===== src/rtl/id_hazard_scheduler.sv =====
// ---------------------------------------------------------------------------
// id_hazard_scheduler
//
// ID-stage sequencing controller for a 5-stage MIPS32 pipeline. A shadow copy
// of the EX and MEM pipeline slots ({valid, dest, regwrite, load}) is kept so
// that load-use hazards and multi-cycle load waits can be detected without
// looking into the datapath registers.
//
// Ports
//   Clk, Reset                  clock, synchronous active-high reset
//   Read_Address_1_ID/_2_ID     rs / rt indices read in ID
//   Uses_Rs_ID / Uses_Rt_ID     ID instruction actually consumes rs / rt
//   Dest_Register_ID            destination of the ID instruction
//   RegWrite_ID / MemRead_ID    ID instruction writes the RF / is a load
//   Flush_ID                    squash the ID instruction
//   Write_Register_WB           WB destination index
//   RegWrite_WB                 WB write enable
//   Mem_Ready                   data memory finished the load in MEM
//   Stall_ID                    hold PC and IF/ID
//   Bubble_EX                   load a NOP into ID/EX
//   Freeze                      hold ID/EX, EX/MEM, MEM/WB
//   ID_Register_Write_to_Read   [0] rs bypass from WB, [1] rt bypass from WB
//   Stall_Count                 saturating count of Stall_ID cycles
//
// Handshake: there is no valid/ready pair here. Mem_Ready acts as the "ready"
// of the load sitting in MEM; the pipeline only advances on an edge where the
// MEM slot does not hold a load that is still waiting for Mem_Ready.
// ---------------------------------------------------------------------------
module id_hazard_scheduler #(
  parameter int STALL_CNT_W = 16
) (
  input  logic                   Clk,
  input  logic                   Reset,
  input  logic [4:0]             Read_Address_1_ID,
  input  logic [4:0]             Read_Address_2_ID,
  input  logic                   Uses_Rs_ID,
  input  logic                   Uses_Rt_ID,
  input  logic [4:0]             Dest_Register_ID,
  input  logic                   RegWrite_ID,
  input  logic                   MemRead_ID,
  input  logic                   Flush_ID,
  input  logic [4:0]             Write_Register_WB,
  input  logic                   RegWrite_WB,
  input  logic                   Mem_Ready,
  output logic                   Stall_ID,
  output logic                   Bubble_EX,
  output logic                   Freeze,
  output logic [1:0]             ID_Register_Write_to_Read,
  output logic [STALL_CNT_W-1:0] Stall_Count
);

  // Shadow EX slot
  logic       ex_valid_q, ex_valid_d;
  logic [4:0] ex_dest_q, ex_dest_d;
  logic       ex_regwrite_q, ex_regwrite_d;
  logic       ex_load_q, ex_load_d;

  // Shadow MEM slot
  logic       mem_valid_q, mem_valid_d;
  logic [4:0] mem_dest_q, mem_dest_d;
  logic       mem_regwrite_q, mem_regwrite_d;
  logic       mem_load_q, mem_load_d;

  logic [STALL_CNT_W-1:0] stall_cnt_q, stall_cnt_d;

  logic ex_hazard_src;
  logic load_use;
  logic freeze_int;
  logic stall_int;
  logic bubble_int;
  logic [1:0] bypass_int;

  // Register $0 is hard-wired zero, so a write to it is never a producer.
  assign ex_hazard_src = ex_valid_q & ex_regwrite_q & (ex_dest_q != 5'd0);

  assign load_use = ex_hazard_src & ex_load_q &
                    ((Uses_Rs_ID & (ex_dest_q == Read_Address_1_ID)) |
                     (Uses_Rt_ID & (ex_dest_q == Read_Address_2_ID)));

  assign freeze_int = mem_valid_q & mem_load_q & ~Mem_Ready;

  // A flushed ID instruction is discarded anyway, so it cannot cause a stall.
  // While frozen, ID/EX is held, so no bubble is injected; the hazard is
  // simply seen again once the freeze lifts.
  assign stall_int  = freeze_int | (load_use & ~Flush_ID);
  assign bubble_int = load_use & ~Flush_ID & ~freeze_int;

  assign bypass_int[0] = RegWrite_WB & (Write_Register_WB != 5'd0) &
                         (Write_Register_WB == Read_Address_1_ID);
  assign bypass_int[1] = RegWrite_WB & (Write_Register_WB != 5'd0) &
                         (Write_Register_WB == Read_Address_2_ID);

  // Outputs are quiet during the reset cycle even though the slot registers
  // still hold pre-reset contents until the edge.
  assign Stall_ID                  = ~Reset & stall_int;
  assign Bubble_EX                 = ~Reset & bubble_int;
  assign Freeze                    = ~Reset & freeze_int;
  assign ID_Register_Write_to_Read = Reset ? 2'b00 : bypass_int;
  assign Stall_Count               = Reset ? '0 : stall_cnt_q;

  always_comb begin
    ex_valid_d     = ex_valid_q;
    ex_dest_d      = ex_dest_q;
    ex_regwrite_d  = ex_regwrite_q;
    ex_load_d      = ex_load_q;
    mem_valid_d    = mem_valid_q;
    mem_dest_d     = mem_dest_q;
    mem_regwrite_d = mem_regwrite_q;
    mem_load_d     = mem_load_q;
    stall_cnt_d    = stall_cnt_q;

    if (!freeze_int) begin
      mem_valid_d    = ex_valid_q;
      mem_dest_d     = ex_dest_q;
      mem_regwrite_d = ex_regwrite_q;
      mem_load_d     = ex_load_q;
      if (!stall_int && !Flush_ID) begin
        ex_valid_d    = 1'b1;
        ex_dest_d     = Dest_Register_ID;
        ex_regwrite_d = RegWrite_ID;
        ex_load_d     = MemRead_ID;
      end else begin
        ex_valid_d    = 1'b0;
        ex_dest_d     = 5'd0;
        ex_regwrite_d = 1'b0;
        ex_load_d     = 1'b0;
      end
    end

    if (stall_int && (stall_cnt_q != {STALL_CNT_W{1'b1}})) begin
      stall_cnt_d = stall_cnt_q + STALL_CNT_W'(1);
    end
  end

  always_ff @(posedge Clk) begin
    if (Reset) begin
      ex_valid_q     <= 1'b0;
      ex_dest_q      <= 5'd0;
      ex_regwrite_q  <= 1'b0;
      ex_load_q      <= 1'b0;
      mem_valid_q    <= 1'b0;
      mem_dest_q     <= 5'd0;
      mem_regwrite_q <= 1'b0;
      mem_load_q     <= 1'b0;
      stall_cnt_q    <= '0;
    end else begin
      ex_valid_q     <= ex_valid_d;
      ex_dest_q      <= ex_dest_d;
      ex_regwrite_q  <= ex_regwrite_d;
      ex_load_q      <= ex_load_d;
      mem_valid_q    <= mem_valid_d;
      mem_dest_q     <= mem_dest_d;
      mem_regwrite_q <= mem_regwrite_d;
      mem_load_q     <= mem_load_d;
      stall_cnt_q    <= stall_cnt_d;
    end
  end

endmodule


===== config.mk =====
export PLATFORM = sky130hd
export DESIGN_NAME = id_hazard_scheduler
export DESIGN_NICKNAME = d
export VERILOG_FILES = /design/src/rtl/id_hazard_scheduler.sv
export SDC_FILE = /design/constraint.sdc
export NUM_CORES = 1
export LEC_CHECK = 0
export ABC_AREA = 1
export ABC_CLOCK_PERIOD_IN_PS = 4900
export BUFFER_PORTS_ARGS = -buffer_cell sky130_fd_sc_hd__clkbuf_2
export CAP_MARGIN = 25
export CORE_MARGIN = 8
export CORE_UTILIZATION = 30
export CTS_CLUSTER_DIAMETER = 150
export DETAILED_ROUTE_END_ITERATION = 7
export PLACE_DENSITY_LB_ADDON = 0.25
export SLEW_MARGIN = 10
export SYNTH_ARGS = -nofsm -noshare
export SYNTH_HDL_FRONTEND = slang
export SYNTH_SLANG_ARGS = --single-unit

===== constraint.sdc =====
create_clock -name Clk -period 4.9 [get_ports Clk]
set_clock_uncertainty 0.1 [all_clocks]
set_input_delay 0.98 -clock Clk [delete_from_list [all_inputs] [get_ports Clk]]
set_output_delay 0.98 -clock Clk [all_outputs]
set_load 0.01 [all_outputs]

==> out/metrics.cfg <==
[outcome]
outcome = completed

[global_route]
grt_max_degree = 36
grt_antenna_before_repair = 0
grt-ovfl-total = 0
grt_pass1_vias = 1866
grt_pass1_wl_mm = 8.02
grt.total_usage_pct = 10.8

[floorplanning]
coreArea_sq_um = 5890
start_util_pct = 30.7
dieArea_sq_um = 8760
rows = 28
die_w_um = 93.6
die_h_um = 93.6
pin_count = 50

[power]
ir_worst_vdd_mv = 0.110
power.density_nw_per_um2 = 206
power_leakage_nw = 1.04

[detailed_routing]
drc = 0
vias_per_cell = 4.52
wire_per_inst_um = 11.5
antenna_left = 0
dr_total_vias = 1875
drt-total-wl_mm = 4.77
first_iter_violations = 82
drtPass1Iterations = 4

[final_layout]
antenna-diode-count = 0
syn2layout_area_growth_pct = 20.4
layout_common_cells = 88 x nand2_1, 49 x clkbuf_2, 38 x inv_1
layout_commonest_cell = nand2_1
fin_util_pct = 36.9
fill_cells = 659
num-nets-final = 371
drive_above_1_share_pct = 20.3

[worst_setup_path]
startpoint_type = input port
crit_path_top_delay_cell = inv_1
slowest_delay_ps = 430
cp.required_ps = 3820
arrival_ps = 2380
cp_max_fo = 35
cp-end-kind = output pin
crit_chain = clkbuf_2, inv_1, o21ai_0, nor4_1, clkbuf_2
setup.worst_path.class = input port to output pin
cpMostUsedCell = clkbuf_2

[placement]
gp_congestion = 0.797
hpwl_mm = 3.72
io_buffers = 49

[clock_tree]
clkTransAtPathRegs_ps = 90
cts_root_buf = clkbuf_8
ctsHoldBuffers = 0
post_cts.repair.setup_buffers = 0
htreeDepth = 1
cts.sinks = 26
cts_tree = yes
cts_buffers = 3
clockBufferDepth = 2
worstSkewPairLatency_ps = 280
cts_resized = 0

[sta]
period_needed_ps = 3460
fin_crit_sh_pct = 70.5
rsz0062_at_grt = no
max_slew_margin_pct = 55.7
final-hold-violation-count = 0
report.final.slew_viol_count = 0
setup_viol = 0
tightest_slew_ps = 664
tns_ps = 0
fmax_mhz = 289

[logic_synthesis]
synth_cells = 295
ys.flop_type = dfxtp_1
async_flop_share_pct = 0
ys_warn_count = 0
synth_cell_types = 28
synth_area_sq_um = 1810
syn_avg_cell_area_sq_um = 6.12
ys_seq_elements = 26
ys_seq_area_share_pct = 28.8
synth_edf_count = 0
syn-num-nets = 325

[job]
maxCapViolCount = 0

[worst_hold_path]
hp-class = flip-flop to flip-flop

[area by class of cell]
cell class                      instances  area [sq um]  area share [%]
Multi-Input combinational cell        217          1080            49.6
Sequential cell                        26           520            23.9
Timing Repair Buffer                   49           245            11.3
Inverter                               44           165            7.60
Tap cell                               75          93.8            4.32
Clock buffer                            3          41.3            1.90
Clock inverter                          1          30.0            1.38
[power breakdown]
group          internal, mW  leakage (nW)  switching (mW)  total [mW]
sequential            0.215         0.211         0.00308       0.218
combinational        0.0197         0.790          0.0278      0.0475
clock                 0.109        0.0357          0.0734       0.183
[registers in the layout (all words and copies together), names as in the netlist]
signal,count
mem_load_q,1
ex_regwrite_q,1
ex_load_q,1
ex_dest_q,5
ex_valid_q,1
mem_valid_q,1
stall_cnt_q,16
[metal layers]
layer | wire length [um] | global-route usage, % | part of all wire, %
met3 | 304 | 2.64 | 6.4
met4 | 48 | 3.57 | 1.0
met5 | 0 | 0 | 0
met2 | 2290 | 19.6 | 48
met1 | 2130 | 12.0 | 45
[worst max-delay path, delay by kind of cell]
kind,cells,cell delay [ps]
and+or+nand+nor,1,250
buffers and inverters,3,990
AOI/OAI and AO/OA,1,150
[cell families (layout without fill, tap and decap cells)]
family          count (synthesis)  after routing  synth area share [%]
buf+inv                        52             97                  11.5
xor+xnor                       16             16                  7.76
simple gates                  176            176                  43.7
compound gates                 24             24                  7.55
flops                          26             26                  28.8
fa+ha+maj                       1              1                 0.693
[final timing paths]
check	from	endpoint	slack [ps]	depth (start not counted)
max	Reset	ID_Register_Write_to_Read[1]	1440	5
max reg2reg	stall_cnt_q[0]	stall_cnt_q[1]	2990	7
min reg2reg	ex_regwrite_q	ex_regwrite_q	360	2
min	ex_regwrite_q	ex_regwrite_q	360	2
[Yosys cell counts, types with 2 or more instances]
master	count	area share (%)
nor3_1	4	1.1
nor4_1	2	0.69
nand3_1	33	9.1
o211ai_1	2	0.83
xor2_1	12	5.8
inv_1	38	7.9
o21ai_0	3	0.83
nand2_4	2	1.2
xnor2_1	4	1.9
a21oi_1	16	4.4
nor2_1	36	7.5
nand2_1	88	18
o2111ai_1	2	0.97
dfxtp_1	26	29
inv_2	6	1.2
nor2_2	4	1.4
nand4_1	3	1.0
clkbuf_1	4	0.83
[per-stage QoR]
stage / std cells / setup slack [ps] / cell area, sq um / hold slack, ps / total power [mW]
2_1_floorplan: 295 / 1800 / 1810 / 326 / 0.250
3_3_place_gp: 411 / 1470 / 2100 / 343 / 0.270
3_5_place_dp: 411 / 1440 / 2100 / 345 / 0.270
4_1_cts: 415 / 1440 / 2170 / 361 / 0.452
5_1_grt: 415 / 1260 / 2170 / 390 / 0.466
6_report: 415 / 1440 / 2170 / 360 / 0.448
(Power assumes the default switching activity.)
